**src/rtl/arb_pkg.sv**
```systemverilog
// Shared types and constants for the 4-way grant arbiter.
// Latency: none (declarations only).
// Backpressure: not applicable.
package arb_pkg;

    localparam int N_REQ = 4;
    localparam int IDX_W = 2;

    typedef logic [1:0] arb_state_t;
    localparam arb_state_t IDLE  = 2'b00;
    localparam arb_state_t GRANT = 2'b01;
    localparam arb_state_t GAP   = 2'b10;

    localparam logic [N_REQ-1:0] OH_0 = 4'b0001;
    localparam logic [N_REQ-1:0] OH_1 = 4'b0010;
    localparam logic [N_REQ-1:0] OH_2 = 4'b0100;
    localparam logic [N_REQ-1:0] OH_3 = 4'b1000;

    function automatic logic [IDX_W-1:0] onehot_to_idx(input logic [N_REQ-1:0] oh);
        logic [IDX_W-1:0] r;
        r = '0;
        case (oh)
            OH_0:    r = 2'd0;
            OH_1:    r = 2'd1;
            OH_2:    r = 2'd2;
            OH_3:    r = 2'd3;
            default: r = 2'd0;
        endcase
        return r;
    endfunction

endpackage

```
**src/rtl/rr_pick4.sv**
```systemverilog
// Rotating-priority picker: first set req bit scanning upward from ptr+1 (ARB_FIXED_PRIO_EN: from bit 0).
// Latency: combinational.
// Backpressure: none; the caller decides when the pick is consumed.
module rr_pick4
    import arb_pkg::*;
(
    input  logic [N_REQ-1:0] req,
    input  logic [IDX_W-1:0] ptr,
    output logic [N_REQ-1:0] onehot,
    output logic [IDX_W-1:0] idx,
    output logic             any
);

    logic [IDX_W-1:0] start;
    logic [IDX_W-1:0] pos;
    logic             found;

`ifdef ARB_FIXED_PRIO_EN
    // Pretending the last winner was 3 makes the scan begin at requester 0.
    assign start = IDX_W'(N_REQ - 1);
`else
    assign start = ptr;
`endif

    always_comb begin
        onehot = '0;
        found  = 1'b0;
        pos    = '0;
        for (int k = 1; k <= N_REQ; k++) begin
            pos = start + IDX_W'(k);
            if (!found && req[pos]) begin
                onehot[pos] = 1'b1;
                found       = 1'b1;
            end
        end
    end

    assign idx = onehot_to_idx(onehot);
    assign any = found;

endmodule

```
**src/rtl/arb_rr4_ctrl.sv**
```systemverilog
// Round-robin owner arbiter for a shared resource; fixed priority when ARB_FIXED_PRIO_EN is defined.
// Latency: grant registered 1 cycle after req sampled in IDLE; one GAP cycle after every release.
// Backpressure: owner holds until done, req drop, or MAX_HOLD cycles; other requests wait for IDLE.
module arb_rr4_ctrl
    import arb_pkg::*;
#(
    parameter int MAX_HOLD = 16,
    parameter int CNT_W    = $clog2(MAX_HOLD)
) (
    input  logic             clk,
    input  logic             rst_n,
    input  logic [N_REQ-1:0] req,
    input  logic             done,
    output logic [N_REQ-1:0] gnt,
    output logic [IDX_W-1:0] gnt_idx,
    output logic             gnt_v,
    output logic             timeout,
    output logic             busy
);

    localparam logic [CNT_W-1:0] CNT_LAST = CNT_W'(MAX_HOLD - 1);

    arb_state_t       state_q, state_d;
    logic [CNT_W-1:0] cnt_q, cnt_d;
    logic [IDX_W-1:0] ptr_q, ptr_d;
    logic [N_REQ-1:0] gnt_q, gnt_d;
    logic [IDX_W-1:0] gnt_idx_q, gnt_idx_d;
    logic             gnt_v_q, gnt_v_d;
    logic             timeout_q, timeout_d;
    logic             busy_q, busy_d;

    logic [N_REQ-1:0] pick_oh;
    logic [IDX_W-1:0] pick_idx;
    logic             pick_any;
    logic             rel_normal;
    logic             rel_force;

    rr_pick4 u_pick (
        .req    (req),
        .ptr    (ptr_q),
        .onehot (pick_oh),
        .idx    (pick_idx),
        .any    (pick_any)
    );

    // done wins over expiry in the same cycle, so a coincident finish is never flagged.
    assign rel_normal = (state_q == GRANT) && (done || !req[gnt_idx_q]);
    assign rel_force  = (state_q == GRANT) && !rel_normal && (cnt_q == CNT_LAST);

    always_comb begin
        state_d   = state_q;
        cnt_d     = cnt_q;
        ptr_d     = ptr_q;
        gnt_d     = gnt_q;
        gnt_idx_d = gnt_idx_q;
        gnt_v_d   = gnt_v_q;
        timeout_d = 1'b0;
        busy_d    = busy_q;

        case (state_q)
            IDLE: begin
                busy_d = 1'b0;
                if (pick_any) begin
                    gnt_d     = pick_oh;
                    gnt_idx_d = pick_idx;
                    gnt_v_d   = 1'b1;
                    ptr_d     = pick_idx;
                    cnt_d     = '0;
                    busy_d    = 1'b1;
                    state_d   = GRANT;
                end
            end
            GRANT: begin
                if (rel_normal || rel_force) begin
                    gnt_d     = '0;
                    gnt_idx_d = '0;
                    gnt_v_d   = 1'b0;
                    cnt_d     = '0;
                    timeout_d = rel_force;
                    busy_d    = 1'b1;
                    state_d   = GAP;
                end else begin
                    cnt_d = cnt_q + CNT_W'(1);
                end
            end
            GAP: begin
                busy_d  = 1'b0;
                state_d = IDLE;
            end
            default: begin
                gnt_d     = '0;
                gnt_idx_d = '0;
                gnt_v_d   = 1'b0;
                cnt_d     = '0;
                busy_d    = 1'b0;
                state_d   = IDLE;
            end
        endcase
    end

    always_ff @(posedge clk or negedge rst_n) begin
        if (!rst_n) begin
            state_q   <= IDLE;
            cnt_q     <= '0;
            ptr_q     <= IDX_W'(N_REQ - 1);
            gnt_q     <= '0;
            gnt_idx_q <= '0;
            gnt_v_q   <= 1'b0;
            timeout_q <= 1'b0;
            busy_q    <= 1'b0;
        end else begin
            state_q   <= state_d;
            cnt_q     <= cnt_d;
            ptr_q     <= ptr_d;
            gnt_q     <= gnt_d;
            gnt_idx_q <= gnt_idx_d;
            gnt_v_q   <= gnt_v_d;
            timeout_q <= timeout_d;
            busy_q    <= busy_d;
        end
    end

    assign gnt     = gnt_q;
    assign gnt_idx = gnt_idx_q;
    assign gnt_v   = gnt_v_q;
    assign timeout = timeout_q;
    assign busy    = busy_q;

endmodule

```
**config.mk**
```make
export PLATFORM = sky130hd
export DESIGN_NAME = arb_rr4_ctrl
export DESIGN_NICKNAME = d
export VERILOG_FILES = /design/src/rtl/arb_pkg.sv /design/src/rtl/rr_pick4.sv /design/src/rtl/arb_rr4_ctrl.sv
export SDC_FILE = /design/constraint.sdc
export NUM_CORES = 1
export LEC_CHECK = 0
export CAP_MARGIN = 20
export CORE_MARGIN = 2
export CORE_UTILIZATION = 44
export DETAILED_ROUTE_END_ITERATION = 10
export PLACE_DENSITY = 0.66
export SLEW_MARGIN = 5
export SYNTH_ARGS = -nofsm -noshare
export SYNTH_HDL_FRONTEND = slang
export SYNTH_SLANG_ARGS = --single-unit
export TNS_END_PERCENT = 100
```
**constraint.sdc**
```tcl
create_clock -name clk -period 6.09 [get_ports clk]
set_input_delay 0.9135 -clock clk [delete_from_list [all_inputs] [get_ports clk]]
set_output_delay 0.9135 -clock clk [all_outputs]
set_load 0.02 [all_outputs]
```
==> impl_metrics.toml <==
[synthesis]
syn_area_um2 = 1199
ys_seq_elements = 17
synth_warnings = 0
synth_edf_count = 0
synth-simple-area-share_pct = 20.35
synth_top_family_by_area = "compound AO/OA/AOI/OAI gates"
ys_types = 40
synth_flop_cell = "dfrtp_1"
yosys-mux-area-fraction_pct = 8.351
synth_seq_area_share_pct = 35.70
synth_xor_area_share_pct = 1.461
postSynthAreaPerCell_um2 = 9.989
synth_fp_nets = 136
synthCells = 120
async_reset_ff_share_pct = 100.0
synth_compound_area_share_pct = 23.17
yosys.area_share.adder_pct = 9.395

[clock_network]
cts_resized = 0
clock_path_buffers = 2
cts_setup_buffers = 0
clk_pin_slew_ns = 0.10
cts_root_buf = "clkbuf_4"
ctsHoldBuffers = 0
cts_tree = "done"
h-tree-depth = 1
cts_buffers = 3
worstSkewPairLatency_ns = 0.28
clock-sinks = 17

[power_and_ir_drop]
powerDensity_nw_per_um2 = 418.4
vdd_drop_max_mv = 0.3014
p_sw_w = 0.0002590
clock_power_share_pct = 9.8
pwr-share-seq_pct = 31.7
power.total_w = 0.0005863
p_comb_share_pct = 58.4
switching_share_pct = 44.18
p_int_w = 0.0003273
power_leakage_nw = 0.5733

[timing]
slew_headroom_pct = 51.14
grt_setup_unrepaired = "no"
timing.fmax_mhz = 356.4
final_max_slew_viol_count = 0
worst_slack_ns = 3.284
timing.hold.ws_ns = 0.4799
finalSetupTns_ns = 0
fin_crit_ns = 2.806
final_hold_viol_count = 0
finalCritPeriodShare_pct = 46.07
worst-slew-pin-transition_ns = 0.7306
finalSetupViolations = 0
fin_skew_ns = 0.01136

[die]
rows = 18
start_util_pct = 47.52
core-area_um2 = 2522
die-width_um = 56.20
chipHeight_um = 56.20
io_pins = 16
die_area_um2 = 3158

[critical_path]
cp_max_fo = 19
endpoint_kind = "flip-flop"
arrival_ns = 3.02
critical_path_class = "flip-flop to flip-flop"
crit_top_cell = "o22ai_1"
critPathLaunchType = "flip-flop"
reg2reg_depth = 8
slowest_delay_ns = 0.74
cp_slowest_cell = "dfstp_2"
path_cells = "inv_1 -> ha_1 -> mux2i_1 -> o22ai_1 -> a211o_1 -> a211oi_2 -> nand2b_1 -> o22ai_1"
cp_data_required_time_ns = 6.30

[job]
max_cap_violations = 0

[final_layout]
drive_gt1_share_pct = 8.696
area.growth.synth_to_final_pct = 16.91
antenna_cells = 0
nets = 155
fill_cells = 247

[drt]
vias = 990
drt_iter0_markers = 37
via_per_inst = 5.893
ant_nets = 0
wl_per_cell_um = 15.24
first_pass_iters = 4
remaining_drc_errors = 0
met1_length_um = 1201
wl_met3_um = 105
dr.max_layer_used = "met4"
routed-wl-met2_um = 1235
routed_wl_um = 2561

[grt]
grt_pass1_wl_um = 4533
grt_start_max_net_pins = 20
groute.usage.overall_pct = 18.00
grt-ovfl-total = 0
grt_pass1_vias = 986
antenna_found_initial = 0

[min_path]
whs_path_depth = 1
min_path_type = "flip-flop to flip-flop"

[place]
gp_congestion = 0.7565
dpl_worst_slack_ns = 3.004
hpwl_um = 1928
place.port_buffers = 15

[run_status]
outcome = "completed"
[final cells by class]
type	count	area [um2]	share of cell area, %
clock buffers	4	26.28	1.875
flip-flops and latches	17	427.9	30.54
multi-input cells	100	752.0	53.66
repair buffers	15	150.1	10.71
well taps	30	37.54	2.679
inverters	2	7.507	0.5357
[metal layers]
layer	global-route usage, %	vias up
li1	-	491
met1	23.32	471
met2	29.75	24
met3	4.884	4
met4	4.422	0
met5	0	-
[registers in the layout, summed over array words and instances, names as in the netlist]
name	cells
cnt_q	4
gnt_idx	2
ptr_q	2
timeout	1
busy	1
state_q	2
gnt_v	1
gnt	4
[power by group through the flow]
stage	Sequential [W]	Combinational (W)	Clock [W]
after floorplan	0.000199	0.000233	0
after global placement	0.000187	0.000334	0
after detailed placement	0.000187	0.000340	0
after CTS	0.000186	0.000343	0.0000592
after global routing	0.000193	0.000377	0.0000652
final	0.000186	0.000343	0.0000577
[layout by cell type (no fill, tap or decap), types with 3 or more instances in the layout]
| cell | synthesis | layout |
|---|---|---|
| nor2_1 | 7 | 7 |
| a211oi_1 | 3 | 3 |
| o22ai_1 | 9 | 9 |
| clkbuf_4 | 0 | 3 |
| o21ai_0 | 6 | 6 |
| o2bb2ai_2 | 3 | 3 |
| clkdlybuf4s50_1 | 0 | 15 |
| o21ai_1 | 3 | 3 |
| nand2b_1 | 8 | 8 |
| mux2i_1 | 4 | 4 |
| ha_1 | 9 | 9 |
| nand2_1 | 12 | 12 |
| nor2b_1 | 4 | 4 |
| dfrtp_1 | 15 | 15 |
| a22o_1 | 3 | 3 |
[through the flow]
step                      area, um2  instances  util [%]
final                          1401        168     55.56
after global routing           1401        168     55.56
after CTS                      1401        168     55.56
after detailed placement       1375        164     54.51
after global placement         1375        164     54.51
after floorplan                1199        120         -
[cells in the mapped netlist, types with 2 or more instances]
master,n,area (um2)
a211oi_1,3,22.52
o22ai_1,9,56.30
inv_1,2,7.510
nand3b_1,2,15.01
o21ai_0,6,30.03
dfstp_2,2,52.55
nor2b_1,4,25.02
o2bb2ai_2,3,45.04
a21oi_1,2,10.01
mux2i_1,4,40.04
xnor2_1,2,17.52
o21ai_1,3,15.01
nand2b_1,8,50.05
a22o_1,3,26.28
nand3_1,2,10.01
nor3_1,2,10.01
ha_1,9,112.6
dfrtp_1,15,375.4
nor2_1,7,26.28
nand2_1,12,45.04
[cells by family after synthesis]
logic type      Yosys count
buf+inv                   3
mux                       7
xor+xnor                  2
simple gates             45
flops                    17
compound gates           37
fa+ha+maj                 9
[worst paths after layout]
| kind | start | endpoint | slack (ns) |
|---|---|---|---|
| worst max-delay path | ptr_q[0] | ptr_q[0] | 3.28 |
| worst min-delay path | cnt_q[3] | cnt_q[3] | 0.48 |
| worst max register to register | ptr_q[0] | ptr_q[0] | 3.28 |
| worst min register to register | cnt_q[3] | cnt_q[3] | 0.48 |
| max in group asynchronous | rst_n | gnt_idx[1] | 4.57 |
| min in group asynchronous | rst_n | timeout | 1.05 |
[worst max-delay path, delay by kind of cell, from the launching register on]
family          cells  cell delay, ns
mux                 1            0.39
simple gates        1            0.11
buf+inv             1            0.19
flops               1            0.74
compound gates      4            0.88
fa+ha+maj           1            0.41
No activity file was read; power rests on OpenSTA's default activity.
